===== src/rtl/triangle_pwm_driver_if.sv =====
// Level input and PWM/direction status outputs of the triangle PWM driver.
// The driver is the slave; whoever supplies level and observes status is the master.
interface triangle_pwm_driver_if;
  logic [3:0] level;
  logic       pwm_out;
  logic       frame_start;
  logic       dir;
  logic       peak;
  logic       trough;
  logic [7:0] cycles;

  modport master (
    output level,
    input  pwm_out, frame_start, dir, peak, trough, cycles
  );

  modport slave (
    input  level,
    output pwm_out, frame_start, dir, peak, trough, cycles
  );
endinterface


===== src/rtl/triangle_pwm_driver.sv =====
// Turns a 4-bit triangle level into a 16-clock-frame PWM and tracks the wave's
// direction, emitting peak/trough pulses and a wrapping count of troughs.
//
// state   | meaning
// FALLING | level last moved down; next rise is a trough
// RISING  | level last moved up (reset value); next fall is a peak
module triangle_pwm_driver (
  input logic CP,
  input logic CLEAR,
  triangle_pwm_driver_if.slave bus
);

  typedef enum logic {
    FALLING = 1'b0,
    RISING  = 1'b1
  } dir_t;

  logic [3:0] pwm_cnt;
  logic [3:0] duty_q;
  logic [3:0] prev_level;
  dir_t       dir_q;
  logic       peak_q;
  logic       trough_q;
  logic [7:0] cycles_q;

  always_ff @(posedge CP or posedge CLEAR) begin
    if (CLEAR) begin
      pwm_cnt    <= 4'd0;
      duty_q     <= 4'd0;
      prev_level <= 4'd0;
      dir_q      <= RISING;
      peak_q     <= 1'b0;
      trough_q   <= 1'b0;
      cycles_q   <= 8'd0;
    end else begin
      // Duty is captured only at the frame boundary so a frame never glitches.
      pwm_cnt <= pwm_cnt + 4'd1;
      if (pwm_cnt == 4'd15) begin
        duty_q <= bus.level;
      end

      prev_level <= bus.level;
      peak_q     <= 1'b0;
      trough_q   <= 1'b0;
      if (bus.level > prev_level) begin
        if (dir_q == FALLING) begin
          trough_q <= 1'b1;
          cycles_q <= cycles_q + 8'd1;
          dir_q    <= RISING;
        end
      end else if (bus.level < prev_level) begin
        if (dir_q == RISING) begin
          peak_q <= 1'b1;
          dir_q  <= FALLING;
        end
      end
    end
  end

  // Decoded from registers only, so level has no path to the LED pin.
  assign bus.pwm_out     = (pwm_cnt < duty_q);
  assign bus.frame_start = (pwm_cnt == 4'd0);
  assign bus.dir         = (dir_q == RISING);
  assign bus.peak        = peak_q;
  assign bus.trough      = trough_q;
  assign bus.cycles      = cycles_q;

endmodule


===== src/flat_wrapper.sv =====
// flat-port wrapper written by rule: the top's interface ports become plain ports
module triangle_pwm_driver_flat 
  (CP, CLEAR, bus_level, bus_pwm_out, bus_frame_start, bus_dir, bus_peak, bus_trough, bus_cycles);
  triangle_pwm_driver_if bus_i ();
  input logic CP;
  input logic CLEAR;
  input wire logic [$bits(bus_i.level)-1:0] bus_level;
  output wire logic [$bits(bus_i.pwm_out)-1:0] bus_pwm_out;
  output wire logic [$bits(bus_i.frame_start)-1:0] bus_frame_start;
  output wire logic [$bits(bus_i.dir)-1:0] bus_dir;
  output wire logic [$bits(bus_i.peak)-1:0] bus_peak;
  output wire logic [$bits(bus_i.trough)-1:0] bus_trough;
  output wire logic [$bits(bus_i.cycles)-1:0] bus_cycles;
  assign bus_i.level = bus_level;
  assign bus_pwm_out = bus_i.pwm_out;
  assign bus_frame_start = bus_i.frame_start;
  assign bus_dir = bus_i.dir;
  assign bus_peak = bus_i.peak;
  assign bus_trough = bus_i.trough;
  assign bus_cycles = bus_i.cycles;
  triangle_pwm_driver u_core (.CP(CP), .CLEAR(CLEAR), .bus(bus_i));
endmodule

===== config.mk =====
export PLATFORM = sky130hd
export DESIGN_NAME = triangle_pwm_driver_flat
export DESIGN_NICKNAME = d
export VERILOG_FILES = /design/src/rtl/triangle_pwm_driver_if.sv /design/src/rtl/triangle_pwm_driver.sv /design/src/flat_wrapper.sv
export SDC_FILE = /design/constraint.sdc
export NUM_CORES = 1
export LEC_CHECK = 0
export ABC_CLOCK_PERIOD_IN_PS = 2900
export BUFFER_PORTS_ARGS = -buffer_cell sky130_fd_sc_hd__buf_2
export CAP_MARGIN = 10
export CORE_MARGIN = 5
export CORE_UTILIZATION = 30
export DETAILED_ROUTE_END_ITERATION = 10
export GPL_TIMING_DRIVEN = 0
export SYNTH_ARGS = -nofsm -noshare
export SYNTH_HDL_FRONTEND = slang
export SYNTH_SLANG_ARGS = --single-unit

===== constraint.sdc =====
create_clock -name CP -period 2.9 [get_ports CP]
set_clock_uncertainty 0.2 [all_clocks]
set_input_delay 0.58 -clock CP [delete_from_list [all_inputs] [get_ports CP]]
set_output_delay 0.58 -clock CP [all_outputs]
set_load 0.1 [all_outputs]

==> results.md, run 1 <==
- Hold_buf cts: 0
- Levels on crit path: 6
- Final Util: 36.72%
- Slew @ Worst Pin: 862.7 ps
- Clk root buf: clkbuf_4
- Critical setup path kind: reg -> out
- Max clock buf depth: 2
- Synth unique cells: 22
- Hold Crit Class: in -> reg
- Die Y: 69.12 µm
- Total length of routed wires: 1780 µm
- R2R Path End: u_core.bus.cycles[1]
- Hold Crit Start: bus_level[0]
- Crit path buffers/inverters: 1
- Layout cells sized above 1: 28.85%
- Final-report hold violation count: 0
- Vias in the first global route: 734
- Post-Place Setup Slack: 559.5 ps
- R2R cell count: 6
- Synth area leader: dfrtp_1
- Vias: 656
- Pwr/cell area: 875.0 nW/µm²
- Critical path arrival: 1900 ps
- # rows: 21
- Initial antenna violation count: 0
- Share of the synthesized area in the top cell type: 52.51%
- Max_cap viols: 0
- Area growth, synth to finish: 17.78%
- RePlAce Congestion: 0.6601
- Critical Path Sink: bus_pwm_out
- Reg-to-Reg Start: u_core.prev_level[1]
- DRT antenna net count: 0
- Maximum operating frequency: 373.0 MHz
- CP Launch Point: u_core.pwm_cnt[1]
- Crit path max-delay family: flip-flops
- Die width: 69.12 µm
- Relative slew margins: 42.42%
- R2R setup slack: 1040 ps
- Post-DP HPWL: 1391 µm
- Max FO, Critical Path: 4
- Total GRT Usage: 8.602%
- Mapped Avg Cell Area: 12.79 µm²
- Final setup margin: 219.3 ps
- Initial core utilization: 31.18%
- # placed instances: 146
- Register bit total from synthesis: 23
- # DRC: 0
- Drt pass-1 iters: 4
- Starting DRT DRC Count: 18
- Data required, critical path: 2120 ps
- Final Instance Count excl. Fillers: 150
- H-Tree Level Count: 1
- Syn Inst Count: 82
- Port Buffer Count: 18
- Core area: 3363 µm²
- Status: complete, no violations
- Slew Viols, Final: 0
- Pin count of the biggest net entering global routing: 24
- DR vias/cell: 4.373
- CTS tree: built
- CP max stage cell: dfrtp_1
- Syn nets: 98
- Overall power: 1.081 mW
- P_leak: 0.6244 nW
- IO Count: 19
- Cell area after synthesis: 1049 µm²
- TritonCTS Buffers: 3
- Post-CTS resize count: 0
- Seq/Total Area, Yosys: 55.01%
- Clock slew at reported path FFs: 140 ps
- Clock insertion delay at the later pin of the skew report: 310 ps
- Final net count: 121
- Setup_tns: 0 ps
- Fin crit share: 92.44%
- # clock sinks: 23
- VDD IR max: 0.0008277 V
- Largest stage delay, worst path: 430 ps
- Crit-path cells: ha_1, a21boi_1, o21ai_1, nand2b_1, a21oi_2, buf_2
- Startpoint types: register
- Crit path time final: 2681 ps
- First-pass GRT wire length: 3312 µm
- Post-CTS Setup Inserts: 0
- Global-route congestion overflow total: 0
- RSZ-0062 raised after global routing: no
- Area contributors post-synth: dfrtp_1, ha_1, xnor2_1, inv_1, nand4_1
- Setup violators final: 0
- Ys Warns: 0
- Wire per inst: 11.87 µm
- Critical path endpoint category: output pin
- N_diodes: 0
- Die Area: 4778 µm²
==> report_power, final <==
group | total, mW | internal, mW | switching [mW] | leakage (nW)
Sequential | 0.428 | 0.372 | 0.0552 | 0.284
Clock | 0.153 | 0.0526 | 0.100 | 0.0139
Combinational | 0.500 | 0.0876 | 0.413 | 0.327
==> registers in the layout (all words and copies together) (netlist names) <==
| register | cells |
|---|---|
| u_core.prev_level | 4 |
| u_core.bus.peak | 1 |
| u_core.duty_q | 4 |
| u_core.bus.cycles | 8 |
| u_core.bus.dir | 1 |
| u_core.bus.trough | 1 |
| u_core.pwm_cnt | 4 |
==> how the worst min path moves through the flow <==
stage,end,slack (ps),cells past startpoint
finish,u_core.prev_level[0],180,1
global route,u_core.prev_level[0],150,1
CTS,u_core.prev_level[0],160,1
detailed placement,u_core.bus.cycles[7],280,1
global placement,u_core.bus.cycles[7],260,1
floorplan,u_core.pwm_cnt[0],250,1
==> final cells by class <==
class / instances / area, µm²
Timing Repair Buffer: 18 / 90.09
Multi-Input combinational cell: 49 / 442.9
Tap cell: 46 / 57.56
Clock inverter: 1 / 7.507
Sequential cell: 23 / 576.8
Clock buffer: 3 / 22.52
Fill cell: 363 / 2128
Inverter: 10 / 37.54
==> cells in the mapped netlist <==
| master | number |
|---|---|
| o211ai_4 | 1 |
| and3_1 | 3 |
| nor2b_4 | 1 |
| nand4_1 | 6 |
| dfstp_2 | 1 |
| inv_1 | 10 |
| dfrtp_1 | 22 |
| nor3b_1 | 1 |
| o21ai_1 | 2 |
| nand3_1 | 2 |
| mux2_2 | 1 |
| nor2_1 | 1 |
| a21boi_1 | 1 |
| a21oi_4 | 1 |
| mux2_1 | 3 |
| ha_1 | 10 |
| xor2_1 | 2 |
| xnor2_1 | 7 |
| nand2b_1 | 2 |
| a21oi_2 | 1 |
| a21oi_1 | 2 |
| nand2_1 | 2 |
==> worst register-to-register path, cell delays in order, from the launching register on <==
cell and delay [ps]:
dfrtp_1 340, inv_1 40, ha_1 280, nor2b_4 170
o211ai_4 100, a21oi_4 270, mux2_1 360
==> metrics by stage <==
step / instance area [µm²] / hold slack [ps]
global placement: 1205 / 260.2
detailed placement: 1205 / 278.6
floorplan: 1057 / 254.7
CTS: 1235 / 160.6
global route: 1235 / 145.1
finish: 1235 / 176.6
==> layout by cell type (no fill, tap or decap), types with 2 or more instances in the layout <==
| cell | Yosys | routed |
|---|---|---|
| nand2b_1 | 2 | 2 |
| xor2_1 | 2 | 2 |
| mux2_1 | 3 | 3 |
| buf_2 | 0 | 18 |
| and3_1 | 3 | 3 |
| a21oi_2 | 1 | 2 |
| ha_1 | 10 | 10 |
| xnor2_1 | 7 | 7 |
| nand4_1 | 6 | 6 |
| nand3_1 | 2 | 2 |
| inv_1 | 10 | 10 |
| dfrtp_1 | 22 | 22 |
| clkbuf_4 | 0 | 3 |
| o21ai_1 | 2 | 2 |
| nand2_1 | 2 | 2 |
==> cell families after synthesis <==
family                   share of synthesized area, %
XOR/XNOR                                        7.518
flip-flops                                      55.01
adder cells (fa/ha/maj)                         11.93
multiplexers                                    4.296
buffers and inverters                           3.580
AND/OR/NAND/NOR                                 10.62
AO/OA/AOI/OAI                                   7.041
==> routing by layer <==
layer,up-vias,share of wire (%),routed length [µm],global-route usage (%)
met2,15,48,856,13.77
met5,-,0,0,0
li1,327,-,-,-
met3,2,6.1,108,3.779
met4,0,0.73,13,2.169
met1,312,45,802,10.57
Power figures use the tool's default switching activity.
==> inputs of run 2 (changes only) <==
--- a/config.mk
+++ b/config.mk
@@ -5,13 +5,14 @@
 export SDC_FILE = /design/constraint.sdc
 export NUM_CORES = 1
 export LEC_CHECK = 0
-export ABC_CLOCK_PERIOD_IN_PS = 2900
+export ABC_CLOCK_PERIOD_IN_PS = 3140
 export BUFFER_PORTS_ARGS = -buffer_cell sky130_fd_sc_hd__buf_2
 export CAP_MARGIN = 10
 export CORE_MARGIN = 5
 export CORE_UTILIZATION = 30
 export DETAILED_ROUTE_END_ITERATION = 10
 export GPL_TIMING_DRIVEN = 0
+export PLACE_DENSITY = 0.47
 export SYNTH_ARGS = -nofsm -noshare
 export SYNTH_HDL_FRONTEND = slang
 export SYNTH_SLANG_ARGS = --single-unit
==> constraint.sdc (replaced) <==
create_clock -name CP -period 3.14 [get_ports CP]
set_clock_uncertainty 0.2 [all_clocks]
set_input_delay 0.628 -clock CP [delete_from_list [all_inputs] [get_ports CP]]
set_output_delay 0.628 -clock CP [all_outputs]
set_load 0.1 [all_outputs]
==> run 2 against run 1 <==
  * Sequential share of layout area up 0.095 points
  * Critical path depth unchanged
  * Register-to-register slack better by 220 ps
  * Critical endpoint unchanged
==> results.md, run 2 (synthesis gave the netlist of run 1 again) <==
- Logic pwr share: 46.1%
- Design area: 1232 µm²
- Pwr/cell area: 805.0 nW/µm²
- NetSw: 0.5208 mW
- Wire per inst: 11.58 µm
- Met1 WL: 827 µm
- Maximum operating frequency: 363.8 MHz
- Slew Viols, Final: 0
- Crit path max-delay family: flip-flops
- Status: complete, no violations
- Post-Place Setup Slack: 735.6 ps
- Critical path endpoint category: output pin
- Drt pass-1 iters: 2
- Pin count of the biggest net entering global routing: 24
- CP max stage cell: dfrtp_1
- Commonest non-fill, non-tap cell in the layout: dfrtp_1
- Final Instance Count excl. Fillers: 150
- N_diodes: 0
- Routed met3 length: 100 µm
- Clk pwr share: 14.2%
- Startpoint types: register
- Final-report hold violation count: 0
- Port Buffer Count: 18
- Met2 routed WL: 784 µm
- # DRC: 0
- Core area: 3363 µm²
- First-pass GRT wire length: 2960 µm
- Crit path time final: 2749 ps
- DR vias/cell: 4.313
- Total GRT Usage: 7.746%
- P_leak: 0.6282 nW
- Clock slew at reported path FFs: 140 ps
- Max reg flops: 8
- Relative slew margins: 41.51%
- Critical path arrival: 1920 ps
- Clk root buf: clkbuf_4
- Crit-path cells: ha_1, a21boi_1, o21ai_1, nand2b_1, a21oi_2, buf_2
- Initial core utilization: 31.18%
- Max clock buf depth: 2
- Critical setup path kind: reg -> out
- Largest stage delay, worst path: 440 ps
- Clock insertion delay at the later pin of the skew report: 320 ps
- Vias in the first global route: 660
- # placed instances: 146
- CTS tree: built
- Fin crit share: 87.55%
- RSZ-0062 raised after global routing: no
- Data required, critical path: 2310 ps
- Starting DRT DRC Count: 13
- # clock sinks: 23
- Area growth, synth to finish: 17.54%
- IO Count: 19
- Final setup margin: 390.9 ps
- Placed inst area: 1205 µm²
- Crit path buffers/inverters: 1
- RePlAce Congestion: 0.7141
- Post-CTS resize count: 0
- Max FO, Critical Path: 4
- Switching Share: 52.50%
- TritonCTS Buffers: 3
- Hold_buf cts: 0
- Most frequent cells in the layout: dfrtp_1, buf_2, inv_1, ha_1, xnor2_1
- Die width: 69.12 µm
- Setup violators final: 0
- DRT antenna net count: 0
- Flop pwr share: 39.7%
- # rows: 21
- Vias: 647
- Total length of routed wires: 1737 µm
- Setup_tns: 0 ps
- Post-DP HPWL: 1307 µm
- Highest metal used: met4
- Global-route congestion overflow total: 0
- H-Tree Level Count: 1
- Final net count: 121
- VDD IR max: 0.0009504 V
- Slew @ Worst Pin: 876.3 ps
- Layout cells sized above 1: 28.85%
- Hold Crit Class: in -> reg
- Die Y: 69.12 µm
- Post-CTS Setup Inserts: 0
- Max_cap viols: 0
- Initial antenna violation count: 0
- Pint: 0.4713 mW
- Die Area: 4778 µm²
[run 2: changes by cell type in the layout (fill, tap and decap cells not counted)]
cell	before	now
clkinv_2	0	1
clkinvlp_4	1	0
[run 2: worst paths after layout]
kind                                 startpoint                    to  slack, ps  cells after the start
max in group asynchronous                 CLEAR     u_core.bus.trough       1930                      2
min                                bus_level[3]  u_core.prev_level[3]        230                      1
max reg2reg                u_core.prev_level[3]  u_core.bus.cycles[1]       1260                      6
max                           u_core.pwm_cnt[1]           bus_pwm_out        390                      6
min in group asynchronous                 CLEAR  u_core.bus.cycles[5]        270                      2
min reg2reg                u_core.bus.cycles[7]  u_core.bus.cycles[7]        280                      1
[run 2: power groups by stage]
stage / Clock [mW] / Sequential, mW / Combinational, mW
finish: 0.140 / 0.394 / 0.457
global route: 0.162 / 0.402 / 0.477
CTS: 0.152 / 0.394 / 0.463
detailed placement: 0 / 0.398 / 0.463
global placement: 0 / 0.399 / 0.458
floorplan: 0 / 0.695 / 0.0889
[run 2: metal layers]
layer / track usage (%) / up-vias
met5: 0 / -
met3: 3.779 / 2
li1: - / 323
met2: 12.18 / 14
met4: 2.603 / 0
met1: 9.197 / 308
[run 2: final cells by class]
cell class	instances	area [µm²]
multi-input cells	49	442.9
well taps	46	57.56
clock buffers	3	22.52
clock inverters	1	5.005
repair buffers	18	90.09
fillers	364	2131
flip-flops and latches	23	576.8
inverters	10	37.54
[run 2: worst reg2reg max path, cell delays in order, from the launching register on]
cell and delay [ps]:
dfrtp_1 350, inv_1 40, ha_1 340, nand4_1 130
nand2b_1 100, a21oi_4 260, mux2_1 350
[run 2: metrics by stage]
stage / power [mW] / util, % / hold WS (ps)
global route: 1.041 / 36.64 / 212.9
global placement: 0.8567 / 35.83 / 267.3
CTS: 1.009 / 36.64 / 221.0
floorplan: 0.7839 / - / 254.7
detailed placement: 0.8614 / 35.83 / 273.4
finish: 0.9921 / 36.64 / 232.9
